==> src/rtl/reg_serializer.sv <==
// Parallel-to-serial shifter with a valid/ready handshake on both sides.
// Bit order is LSB first unless REG_SERIALIZER_MSB_FIRST_EN is defined.
module reg_serializer #(
   parameter int N = 32
) (
   input  logic         clk,
   input  logic         rst,
   input  logic [N-1:0] load_data,
   input  logic         load_valid,
   output logic         load_ready,
   output logic         ser_out,
   output logic         ser_valid,
   output logic         ser_last,
   input  logic         ser_ready
);

   localparam int CW = (N > 1) ? $clog2(N) : 1;
   localparam logic [CW-1:0] LAST_IDX = CW'(N - 1);

   typedef enum logic {
      IDLE  = 1'b0,
      SHIFT = 1'b1
   } state_t;

   state_t        state_q, state_d;
   logic [N-1:0]  sh_q, sh_d;
   logic [CW-1:0] cnt_q, cnt_d;
   logic          last_q, last_d;
   logic          valid_q, valid_d;
   logic          ready_q, ready_d;

   always_comb begin
      state_d = state_q;
      sh_d    = sh_q;
      cnt_d   = cnt_q;
      case (state_q)
         IDLE: begin
            if (load_valid) begin
               state_d = SHIFT;
               sh_d    = load_data;
               cnt_d   = '0;
            end else begin
               state_d = IDLE;
            end
         end
         SHIFT: begin
            if (ser_ready) begin
               // Clearing on exit keeps ser_out at 0 throughout IDLE.
               if (cnt_q == LAST_IDX) begin
                  state_d = IDLE;
                  sh_d    = '0;
                  cnt_d   = '0;
               end else begin
`ifdef REG_SERIALIZER_MSB_FIRST_EN
                  sh_d  = sh_q << 1;
`else
                  sh_d  = sh_q >> 1;
`endif
                  cnt_d = cnt_q + CW'(1);
               end
            end else begin
               state_d = SHIFT;
            end
         end
         default: begin
            state_d = IDLE;
            sh_d    = '0;
            cnt_d   = '0;
         end
      endcase
      valid_d = (state_d == SHIFT);
      ready_d = (state_d == IDLE);
      last_d  = (state_d == SHIFT) && (cnt_d == LAST_IDX);
   end

   always_ff @(posedge clk) begin
      if (rst) begin
         state_q <= IDLE;
         sh_q    <= '0;
         cnt_q   <= '0;
         last_q  <= 1'b0;
         valid_q <= 1'b0;
         ready_q <= 1'b1;
      end else begin
         state_q <= state_d;
         sh_q    <= sh_d;
         cnt_q   <= cnt_d;
         last_q  <= last_d;
         valid_q <= valid_d;
         ready_q <= ready_d;
      end
   end

`ifdef REG_SERIALIZER_MSB_FIRST_EN
   assign ser_out = sh_q[N-1];
`else
   assign ser_out = sh_q[0];
`endif
   assign ser_valid  = valid_q;
   assign ser_last   = last_q;
   assign load_ready = ready_q;

endmodule

==> config.mk <==
export PLATFORM = sky130hd
export DESIGN_NAME = reg_serializer
export DESIGN_NICKNAME = d
export VERILOG_FILES = /design/src/rtl/reg_serializer.sv
export SDC_FILE = /design/constraint.sdc
export NUM_CORES = 1
export LEC_CHECK = 0
export ABC_AREA = 1
export CORE_UTILIZATION = 50
export DETAILED_ROUTE_END_ITERATION = 16
export PLACE_DENSITY = 0.79
export SYNTH_ARGS = -nofsm -noshare
export SYNTH_HDL_FRONTEND = slang
export SYNTH_SLANG_ARGS = --single-unit
==> constraint.sdc <==
create_clock -name clk -period 4 [get_ports clk]
set_clock_uncertainty 0.05 [all_clocks]
set_input_delay 0.4 -clock clk [delete_from_list [all_inputs] [get_ports clk]]
set_output_delay 0.4 -clock clk [all_outputs]
set_load 0.005 [all_outputs]
# Word level (Yosys, flattened, before mapping)
# Index checks and enable logic that the tools add are counted.
# word_totals
regBits	40
latch_bits	0
ram_bits	0
mem_bits_ro	0
output_inout_bits	4
memories	0
# op_classes
add_sub_neg	1
n_mul	0
div	0
order_cmp	0
eq_ne	4
shifts	0
n_mux	12
n_bitwise	2
n_reduce_logical	2
# op_table
operator	count
$mux W32	2
$pmux W32 S2	1
$mux W31	1
$mux W5	3
$eq A5 B5 Y1 const B	2
$pmux W5 S2	1
$add A5 B1 Y5 const B	1
$ne A2 B2 Y1 const B	2
$mux W1	3
$not A1 Y1	2
$pmux W1 S2	1
$reduce_and A2 Y1	1
$logic_and A1 B1 Y1	1

# Logic depth before layout (Yosys ltp)
# Gate-level depths: netlist of the first run.
# logic_depth
ltp_word	6
ltp_mapped	11
mapped_depth_nobuf	11

# Least setup slack after synthesis of the first run
# No wires, ideal clock.
# synth_path
path_type	flip-flop to flip-flop
startpoint	reg cnt_q[0]
endpoint	reg sh_q[4]
setup_ns	0.074
arrival_time_ns	1.434
required_time_ns	3.876
path_slack_ns	2.442
stages_incl_launch_ff	9
path_buffers	1
path_cell_list	dfxtp_1 -> ha_1 -> nand2_1 -> nor2_1 -> ha_1 -> inv_1 -> clkbuf_1 -> nand3_1 -> a31oi_1
# synth_via
elab_chain_len	4
# synth_rtl
element	line	rtl
from (decl)	27	logic [CW-1:0] cnt_q, cnt_d;
from (signal assigned)	87	cnt_q <= cnt_d;
$eq A5 B5 Y1	49	if (cnt_q == LAST_IDX) begin
$mux W31	49	
$mux W32	47	if (ser_ready) begin
$pmux W32 S2	36	case (state_q)
to (signal assigned)	79	sh_q <= '0;
to (signal assigned)	86	sh_q <= sh_d;
to (decl)	26	logic [N-1:0] sh_q, sh_d;
# Every way passes these cells. The select of a mux whose other input is x is not followed.
# A chain may end at the register's enable or synchronous reset.

# Worst setup path after layout of the first run
# layout_path
startpoint	reg cnt_q[0]
endpoint	reg last_q (netlist: ser_last)
# layout_via
elab_chain_len	6
word_cells_on_any_way	11
cone_classes	add/sub (1); eq/ne (2); mux (7); reduce/logical (1)
# layout_rtl
element	line	rtl
$add A5 B1 Y5 or $eq A5 B5 Y1 (tied branches)	59, 49	
$mux W5	49	
$mux W5	47	
$pmux W5 S2	36	
$eq A5 B5 Y1	73	last_d = (state_d == SHIFT) && (cnt_d == LAST_IDX);
$logic_and A1 B1 Y1 *	73	
to (signal assigned)	88	last_q <= last_d;
to (decl)	28	logic last_q, last_d;
# Mark *: on every way between the ends. The rest lies on a longest branch, timed or not.

==> impl_metrics.tcl, run 1 <==
set metrics [dict create \
    status "completed" \
    ant_nets 0 \
    io_buffers 39 \
    instances_no_fill 322 \
    yosys.area_share.simple_pct 25.4 \
    chipHeight_um 62.7 \
    fin_area_sq_um 2290 \
    gp_congestion 0.908 \
    cts_made_buffers 5 \
    wl_um 3910 \
    syn_nets 285 \
    p_switching_uw 251 \
    path_class "register to register" \
    ctsHtreeMaxLevel 2 \
    synth_cell_types 16 \
    synth_fa_ha_area_share_pct 1.36 \
    ctsResizeCount 0 \
    synth_cells 247 \
    die_w_um 62.7 \
    path_max_fanout 33 \
    critPathCaptureType "register" \
    setup_tns_ps 0 \
    start_util_pct 53.4 \
    cts_setup_buffers 0 \
    multi_input_area_sq_um 872 \
    antenna_found_initial 0 \
    synth_top_family_by_area "simple AND/OR/NAND/NOR gates" \
    hp-class "register to register" \
    diodes 0 \
    first_iter_violations 128 \
    p_int_uw 699 \
    drcViolationCount 0 \
    max-cap-violations 0 \
    p_clk_share_pct 34.1 \
    cts_num_sinks 40 \
    power.density_nw_per_um2 415 \
    ioPinCount 40 \
    rows 21 \
    dpl-instance-area_sq_um 2180 \
    dp_cells 314 \
    cp.required_ps 4190 \
    timing.fmax_mhz 427 \
    period_minus_slack_ps 2340 \
    setup_viol 0 \
    p_comb_share_pct 17.1 \
    clk_path_buf_depth 2 \
    drive_gt1_share_pct 5.07 \
    clock-root-buffer "clkbuf_8" \
    synth-compound-area-share_pct 20.6 \
    slew_headroom_pct 35.8 \
    cts_hold_buf 0 \
    synthesis.area_sq_um 1840 \
    synth.area.mux_share_pct 0 \
    synth_seq_cells 40 \
    period_share_pct 58.6 \
    grt_usage_pct 21.4 \
    dpl.hpwl_um 2410 \
    synth_top_area_share_pct 43.5 \
    synth_area_leaders "dfxtp_1 (44%), nand3_1 (11%), nand2_1 (11%)" \
    synthToLayoutAreaGrowth_pct 24.5 \
    slew_violations 0 \
    fin_nets 313 \
    cts_tree "built" \
    drtPass1Iterations 4 \
    swShare_pct 26.4 \
    vias_per_cell 5.46 \
    syn-mean-instance-area_sq_um 7.45 \
    routedWlPerCell_um 12.2 \
    worst_slew_pin_slew_ps 962 \
    grt_pass1_vias 1496 \
    start_kind "register" \
    rsz0062_at_grt "false" \
    clkLatencyLatePin_ps 300 \
    synth_xor_area_share_pct 0 \
    grt_max_degree 63 \
    yosysTopAreaCell "dfxtp_1" \
    seqPwrFrac_pct 48.8 \
    path_clk_slew_ps 70 \
    die_area_sq_um 3930 \
    hold_viol_final 0 \
    core_sq_um 3440 \
    synth_warnings 0 \
    seq_area_frac_synth_pct 43.5 \
    ir_drop_mv 0.215 \
    seqCellArea_sq_um 801 \
    worstPathArrival_ps 2530 \
    nFillCells 321 \
    vias 1757 \
    grt_remaining_overflow 0 \
    grt_pass1_wl_um 6660 \
    leakage_uw 0.000903 \
]
## worst max-delay path, cell delays in order (launching register included)
cell and delay, ps:
dfxtp_1 340, ha_1 210, nand2_1 80, nor2_1 50, ha_1 190, inv_1 710
nand2_1 160, nand3_1 130, nand2_1 80, nor2_1 140, nand2_1 60, nor2_1 80
## placed cells by master, fill, tap and decap left out
| cell type | netlist | layout |
|---|---|---|
| o21ai_1 | 31 | 31 |
| nand2_1 | 52 | 52 |
| clkdlybuf4s50_1 | 0 | 39 |
| inv_1 | 10 | 10 |
| a31oi_1 | 31 | 31 |
| a21oi_1 | 3 | 3 |
| clkbuf_8 | 0 | 5 |
| inv_6 | 1 | 1 |
| bufinv_16 | 0 | 1 |
| o21ai_0 | 3 | 3 |
| buf_4 | 0 | 1 |
| nand2_4 | 3 | 3 |
| ha_1 | 2 | 2 |
| clkinv_2 | 0 | 1 |
| nand3_1 | 41 | 41 |
| dfxtp_1 | 40 | 40 |
| nor2_1 | 9 | 9 |
| clkbuf_1 | 6 | 1 |
| inv_2 | 2 | 2 |
## worst paths after layout
kind	start	endpoint	slack, ps	depth (start not counted)
setup / recovery	cnt_q[0]	ser_last	1660	11
hold / removal	sh_q[31]	sh_q[31]	440	2
setup reg to reg	cnt_q[0]	ser_last	1660	11
hold reg to reg	sh_q[31]	sh_q[31]	440	2
## power groups by stage
| stage | combinational [uW] | clock (uW) | sequential (uW) |
|---|---|---|---|
| finish | 162 | 324 | 464 |
| global route | 183 | 350 | 469 |
| CTS | 163 | 331 | 463 |
| detailed placement | 162 | 0 | 472 |
| global placement | 160 | 0 | 471 |
| floorplan | 119 | 0 | 463 |
## area by class of cell
cell class / instances / share of cell area, %
clock buffers: 6 / 3.17
clock inverters: 2 / 1.53
inverters: 13 / 2.35
multi-input cells: 175 / 38.1
flip-flops and latches: 40 / 35.0
well taps: 46 / 2.51
repair buffers: 40 / 17.4
## per-stage QoR
| stage | worst slack (ps) | power, uW | hold slack, ps | util (%) |
|---|---|---|---|---|
| floorplan | 2440 | 581 | 401 | - |
| global placement | 1780 | 631 | 424 | 63.4 |
| detailed placement | 1700 | 634 | 427 | 63.4 |
| CTS | 1680 | 958 | 436 | 66.5 |
| global route | 1410 | 1000 | 451 | 66.5 |
| finish | 1660 | 950 | 435 | 66.5 |
## state kept, by name, indices dropped and copies added, names as in the netlist
| name | count |
|---|---|
| ser_valid | 1 |
| ser_last | 1 |
| load_ready | 1 |
| cnt_q | 5 |
| sh_q | 32 |
## logic make-up (layout without fill, tap and decap cells)
group | after synthesis | after routing
and+or+nand+nor | 105 | 105
AOI/OAI and AO/OA | 68 | 68
DFF | 40 | 40
buffers and inverters | 32 | 61
adders and majority gates | 2 | 2
## synth_stat cells (all sizes together)
cell,n
o21ai,34
a21oi,3
dfxtp,40
buf,13
a31oi,31
nand3,41
nor2,9
clkbuf,6
ha,2
inv,13
nand2,55
## per-layer routing
layer / routed length [um] / track usage (%)
met1: 1860 / 28.3
met4: 95 / 14.2
met3: 210 / 3.83
met5: 0 / 0
met2: 1750 / 31.7
No activity file was read; power rests on OpenSTA's default activity.
==> run 2: changes to the inputs <==
- clock period: 4 -> 2.3 ns (I/O delays scaled with it)
==> impl_metrics.tcl, run 2 (synthesis gave the netlist of run 1 again) <==
set metrics [dict create \
    largestRegisters "sh_q x32, cnt_q x5" \
    instances_no_fill 323 \
    rsz0062_at_grt "false" \
    hold_slack_ps 444 \
    dpl-instance-area_sq_um 2200 \
    fin_nets 315 \
    gp_congestion 0.925 \
    vias_per_cell 5.39 \
    drcViolationCount 0 \
    clk_path_buf_depth 2 \
    period_share_pct 86.9 \
    cts_setup_buffers 0 \
    preCtsSetupSlack_ps 488 \
    slew_violations 0 \
    cp.required_ps 2020 \
    layout_common_cells "nand2_1 (52), nand3_1 (41), dfxtp_1 (40), clkdlybuf4s50_1 (39)" \
    drive_gt1_share_pct 5.78 \
    start_kind "register" \
    hp-class "register to register" \
    cts_num_sinks 40 \
    core_sq_um 3440 \
    largest_reg_flops 32 \
    timing.fmax_mhz 500 \
    first_iter_violations 209 \
    max-cap-violations 0 \
    grt_max_degree 63 \
    cts_made_buffers 5 \
    clkLatencyLatePin_ps 290 \
    critPathCaptureType "output port" \
    io_buffers 39 \
    grt_remaining_overflow 0 \
    grt_pass1_vias 1452 \
    chipHeight_um 62.7 \
    drtPass1Iterations 5 \
    dpl.hpwl_um 2460 \
    period_minus_slack_ps 2000 \
    power.density_nw_per_um2 690 \
    status "completed" \
    path_class "register to output port" \
    ctsResizeCount 0 \
    worstPathArrival_ps 1720 \
    die_area_sq_um 3930 \
    ioPinCount 40 \
    diodes 0 \
    fin_area_sq_um 2290 \
    antenna_found_initial 0 \
    routedWlPerCell_um 11.9 \
    setup_tns_ps 0 \
    ant_nets 0 \
    grt_usage_pct 20.7 \
    mostFrequentLayoutCell "nand2_1" \
    worst_slew_pin_slew_ps 564 \
    cts_hold_buf 0 \
    path_max_fanout 17 \
    ctsHtreeMaxLevel 2 \
    path_clk_slew_ps 70 \
    start_util_pct 53.4 \
    leakage_uw 0.000908 \
    synthToLayoutAreaGrowth_pct 24.7 \
    ir_drop_mv 0.405 \
    grt_pass1_wl_um 6440 \
    clock-root-buffer "clkbuf_8" \
    setup_viol 0 \
    slew_headroom_pct 62.4 \
    top_register "sh_q" \
    rows 21 \
    hold_viol_final 0 \
    wl_um 3840 \
    cts_tree "built" \
    vias 1740 \
    die_w_um 62.7 \
    setup_ws_ps 301 \
    dp_cells 316 \
]
==> run 2: layout make-up <==
| cell class | count | area (sq um) |
|---|---|---|
| fillers | 340 | 1150 |
| multi-input cells | 175 | 872 |
| flip-flops and latches | 40 | 801 |
| repair buffers | 42 | 413 |
| clock buffers | 7 | 96.3 |
| well taps | 46 | 57.6 |
| inverters | 13 | 53.8 |
==> run 2: path summary, 6_finish.rpt <==
path	from	endpoint	slack, ps	cells past startpoint
hold / removal	sh_q[31]	sh_q[31]	440	2
hold reg to reg	sh_q[31]	sh_q[31]	440	2
setup reg to reg	ser_valid	sh_q[4]	500	5
setup / recovery	ser_valid	ser_valid	300	2
==> run 2: per-layer routing <==
| layer | up-vias | routed length, um | part of all wire (%) | global-route usage, % |
|---|---|---|---|---|
| met3 | 6 | 210 | 5.5 | 5.47 |
| met2 | 55 | 1690 | 44 | 31.0 |
| met1 | 760 | 1880 | 49 | 28.4 |
| met5 | - | 0 | 0 | 0 |
| met4 | 0 | 53 | 1.4 | 7.85 |
| li1 | 919 | - | - | - |
==> run 2: where the power goes <==
group	internal [uW]	switching [uW]	total (uW)
sequential	762	39.7	802
clock	267	225	492
combinational	134	154	289
total	1160	419	1580
==> run 2: critical path, stage by stage (launching register included) <==
cell             delay (ps)
dfxtp_1                 600
buf_4                   300
clkdlybuf4s50_1         530
==> run 2: metrics by stage <==
stage,power [uW],utilization [%]
finish,1580,66.6
global route,1670,66.6
CTS,1600,66.6
detailed placement,1100,63.8
global placement,1100,63.8
floorplan,1010,-
==> run 3: changes to the inputs <==
==> constraint.sdc (replaced) <==
create_clock -name clk -period 2.3 [get_ports clk]
set_clock_uncertainty 0.05 [all_clocks]
set_input_delay 0.46 -clock clk [delete_from_list [all_inputs] [get_ports clk]]
set_output_delay 0.46 -clock clk [all_outputs]
set_load 0.005 [all_outputs]
==> impl_metrics.tcl, run 3 (synthesis gave the netlist of run 1 again) <==
set metrics [dict create \
    status "completed" \
    vias_per_cell 5.52 \
    rows 21 \
    cp.required_ps 1790 \
    vias 1815 \
    path_class "register to output port" \
    seqPwrFrac_pct 47.9 \
    worstPathArrival_ps 1460 \
    slowest_stage "clkdlybuf4s50_1" \
    ioPinCount 40 \
    grt_most_used_layer "met2" \
    ant_nets 0 \
    slew_violations 0 \
    period_minus_slack_ps 1970 \
    clkLatencyLatePin_ps 300 \
    dpl-instance-area_sq_um 2250 \
    wl_um 4100 \
    swShare_pct 26.7 \
    routedWlPerCell_um 12.4 \
    start_kind "register" \
    cts_made_buffers 5 \
    max_stage_delay_ps 590 \
    chipHeight_um 62.7 \
    hold_viol_final 0 \
    grt_max_degree 37 \
    drcViolationCount 0 \
    p_switching_uw 448 \
    rsz0062_at_grt "false" \
    drive_gt1_share_pct 7.77 \
    diodes 0 \
    dpl.hpwl_um 2760 \
    p_clk_share_pct 33.8 \
    core_sq_um 3440 \
    gp_congestion 0.852 \
    instances_no_fill 329 \
    crit_cells 1 \
    period_share_pct 85.6 \
    multi_input_area_sq_um 872 \
    critical_path.cell_chain "clkdlybuf4s50_1" \
    top_register "sh_q" \
    cts_hold_buf 0 \
    layout_common_cells "nand2_1 (52), nand3_1 (41), dfxtp_1 (40), clkdlybuf4s50_1 (39)" \
    ir_drop_mv 0.496 \
    largest_reg_flops 32 \
    antenna_found_initial 0 \
    start_util_pct 53.4 \
    use_met1_pct 27.4 \
    die_w_um 62.7 \
    synthToLayoutAreaGrowth_pct 28.2 \
    p_comb_share_pct 18.3 \
    grt_remaining_overflow 0 \
    io_buffers 39 \
    power.density_nw_per_um2 711 \
    grt_pass1_wl_um 6750 \
    ctsHtreeMaxLevel 2 \
    drtPass1Iterations 4 \
    grt_util_met2_pct 34.2 \
    leakage_uw 0.000939 \
    path_clk_slew_ps 70 \
    path_max_fanout 9 \
    dp_cells 321 \
    clk_path_buf_depth 2 \
    largestRegisters "sh_q x32, cnt_q x5" \
    mostFrequentLayoutCell "nand2_1" \
    seqCellArea_sq_um 801 \
    worst_slew_pin_slew_ps 423 \
    critPathCaptureType "output port" \
    grt_usage_pct 21.5 \
    fin_nets 320 \
    setup_viol 0 \
    fin_area_sq_um 2360 \
    timing.fmax_mhz 508 \
    cts_num_sinks 40 \
    clock-root-buffer "clkbuf_8" \
    first_iter_violations 121 \
    met3_usage_pct 4.74 \
    nFillCells 295 \
    r2r_slack_ps 550 \
    r2r_cells 6 \
    slew_headroom_pct 71.8 \
    max-cap-violations 0 \
    die_area_sq_um 3930 \
    crit_family "buffers and inverters" \
    cts_tree "built" \
    cts_setup_buffers 0 \
    p_int_uw 1230 \
    grt_pass1_vias 1557 \
    setup_tns_ps 0 \
    ctsResizeCount 0 \
    hp-class "register to register" \
    path_buf_inv 1 \
    hold_depth 2 \
]
[run 3: cell count changes in the layout (fill, tap and decap cells not counted), sizes merged]
cell	change
buf	+5
clkinv	+1
clkinvlp	+1
bufinv	+1
clkbuf	-2
[run 3: stage by stage]
stage	total power (uW)	utilization, %	worst slack [ps]	hold slack, ps
3_3_place_gp	1110	65.3	379	426
4_1_cts	1680	68.5	299	434
5_1_grt	1750	68.5	258	451
6_report	1680	68.5	330	432
2_1_floorplan	1010	-	742	401
3_5_place_dp	1120	65.3	334	425
[run 3: worst reg2reg max path: stages, from the launching register on]
cell,delay [ps]
dfxtp_1,580
buf_4,270
nand2_4,90
nand2_4,220
buf_4,230
o21ai_1,80
a31oi_1,160
[run 3: worst paths after layout]
| check | start | end |
|---|---|---|
| setup reg to reg | ser_valid | sh_q[19] |
| setup / recovery | ser_valid | ser_valid |
| hold / removal | sh_q[31] | sh_q[31] |
| hold reg to reg | sh_q[31] | sh_q[31] |
[run 3: final cells by class]
| type | instances | area share (%) |
|---|---|---|
| Clock buffer | 5 | 2.92 |
| Clock inverter | 3 | 1.80 |
| Inverter | 13 | 2.28 |
| Multi-Input combinational cell | 175 | 37.0 |
| Sequential cell | 40 | 34.0 |
| Tap cell | 46 | 2.44 |
| Timing Repair Buffer | 47 | 19.6 |
[run 3: routing by layer]
layer	routed length, um	up-vias
met3	231	7
li1	-	933
met4	68	0
met1	1910	820
met2	1890	55
met5	0	-
[run 3: power groups by stage]
stage	clock network [uW]	logic, uW	registers [uW]
after global routing	600	343	810
after CTS	570	307	802
after global placement	0	298	815
after floorplan	0	206	805
final	568	307	803
after detailed placement	0	305	818
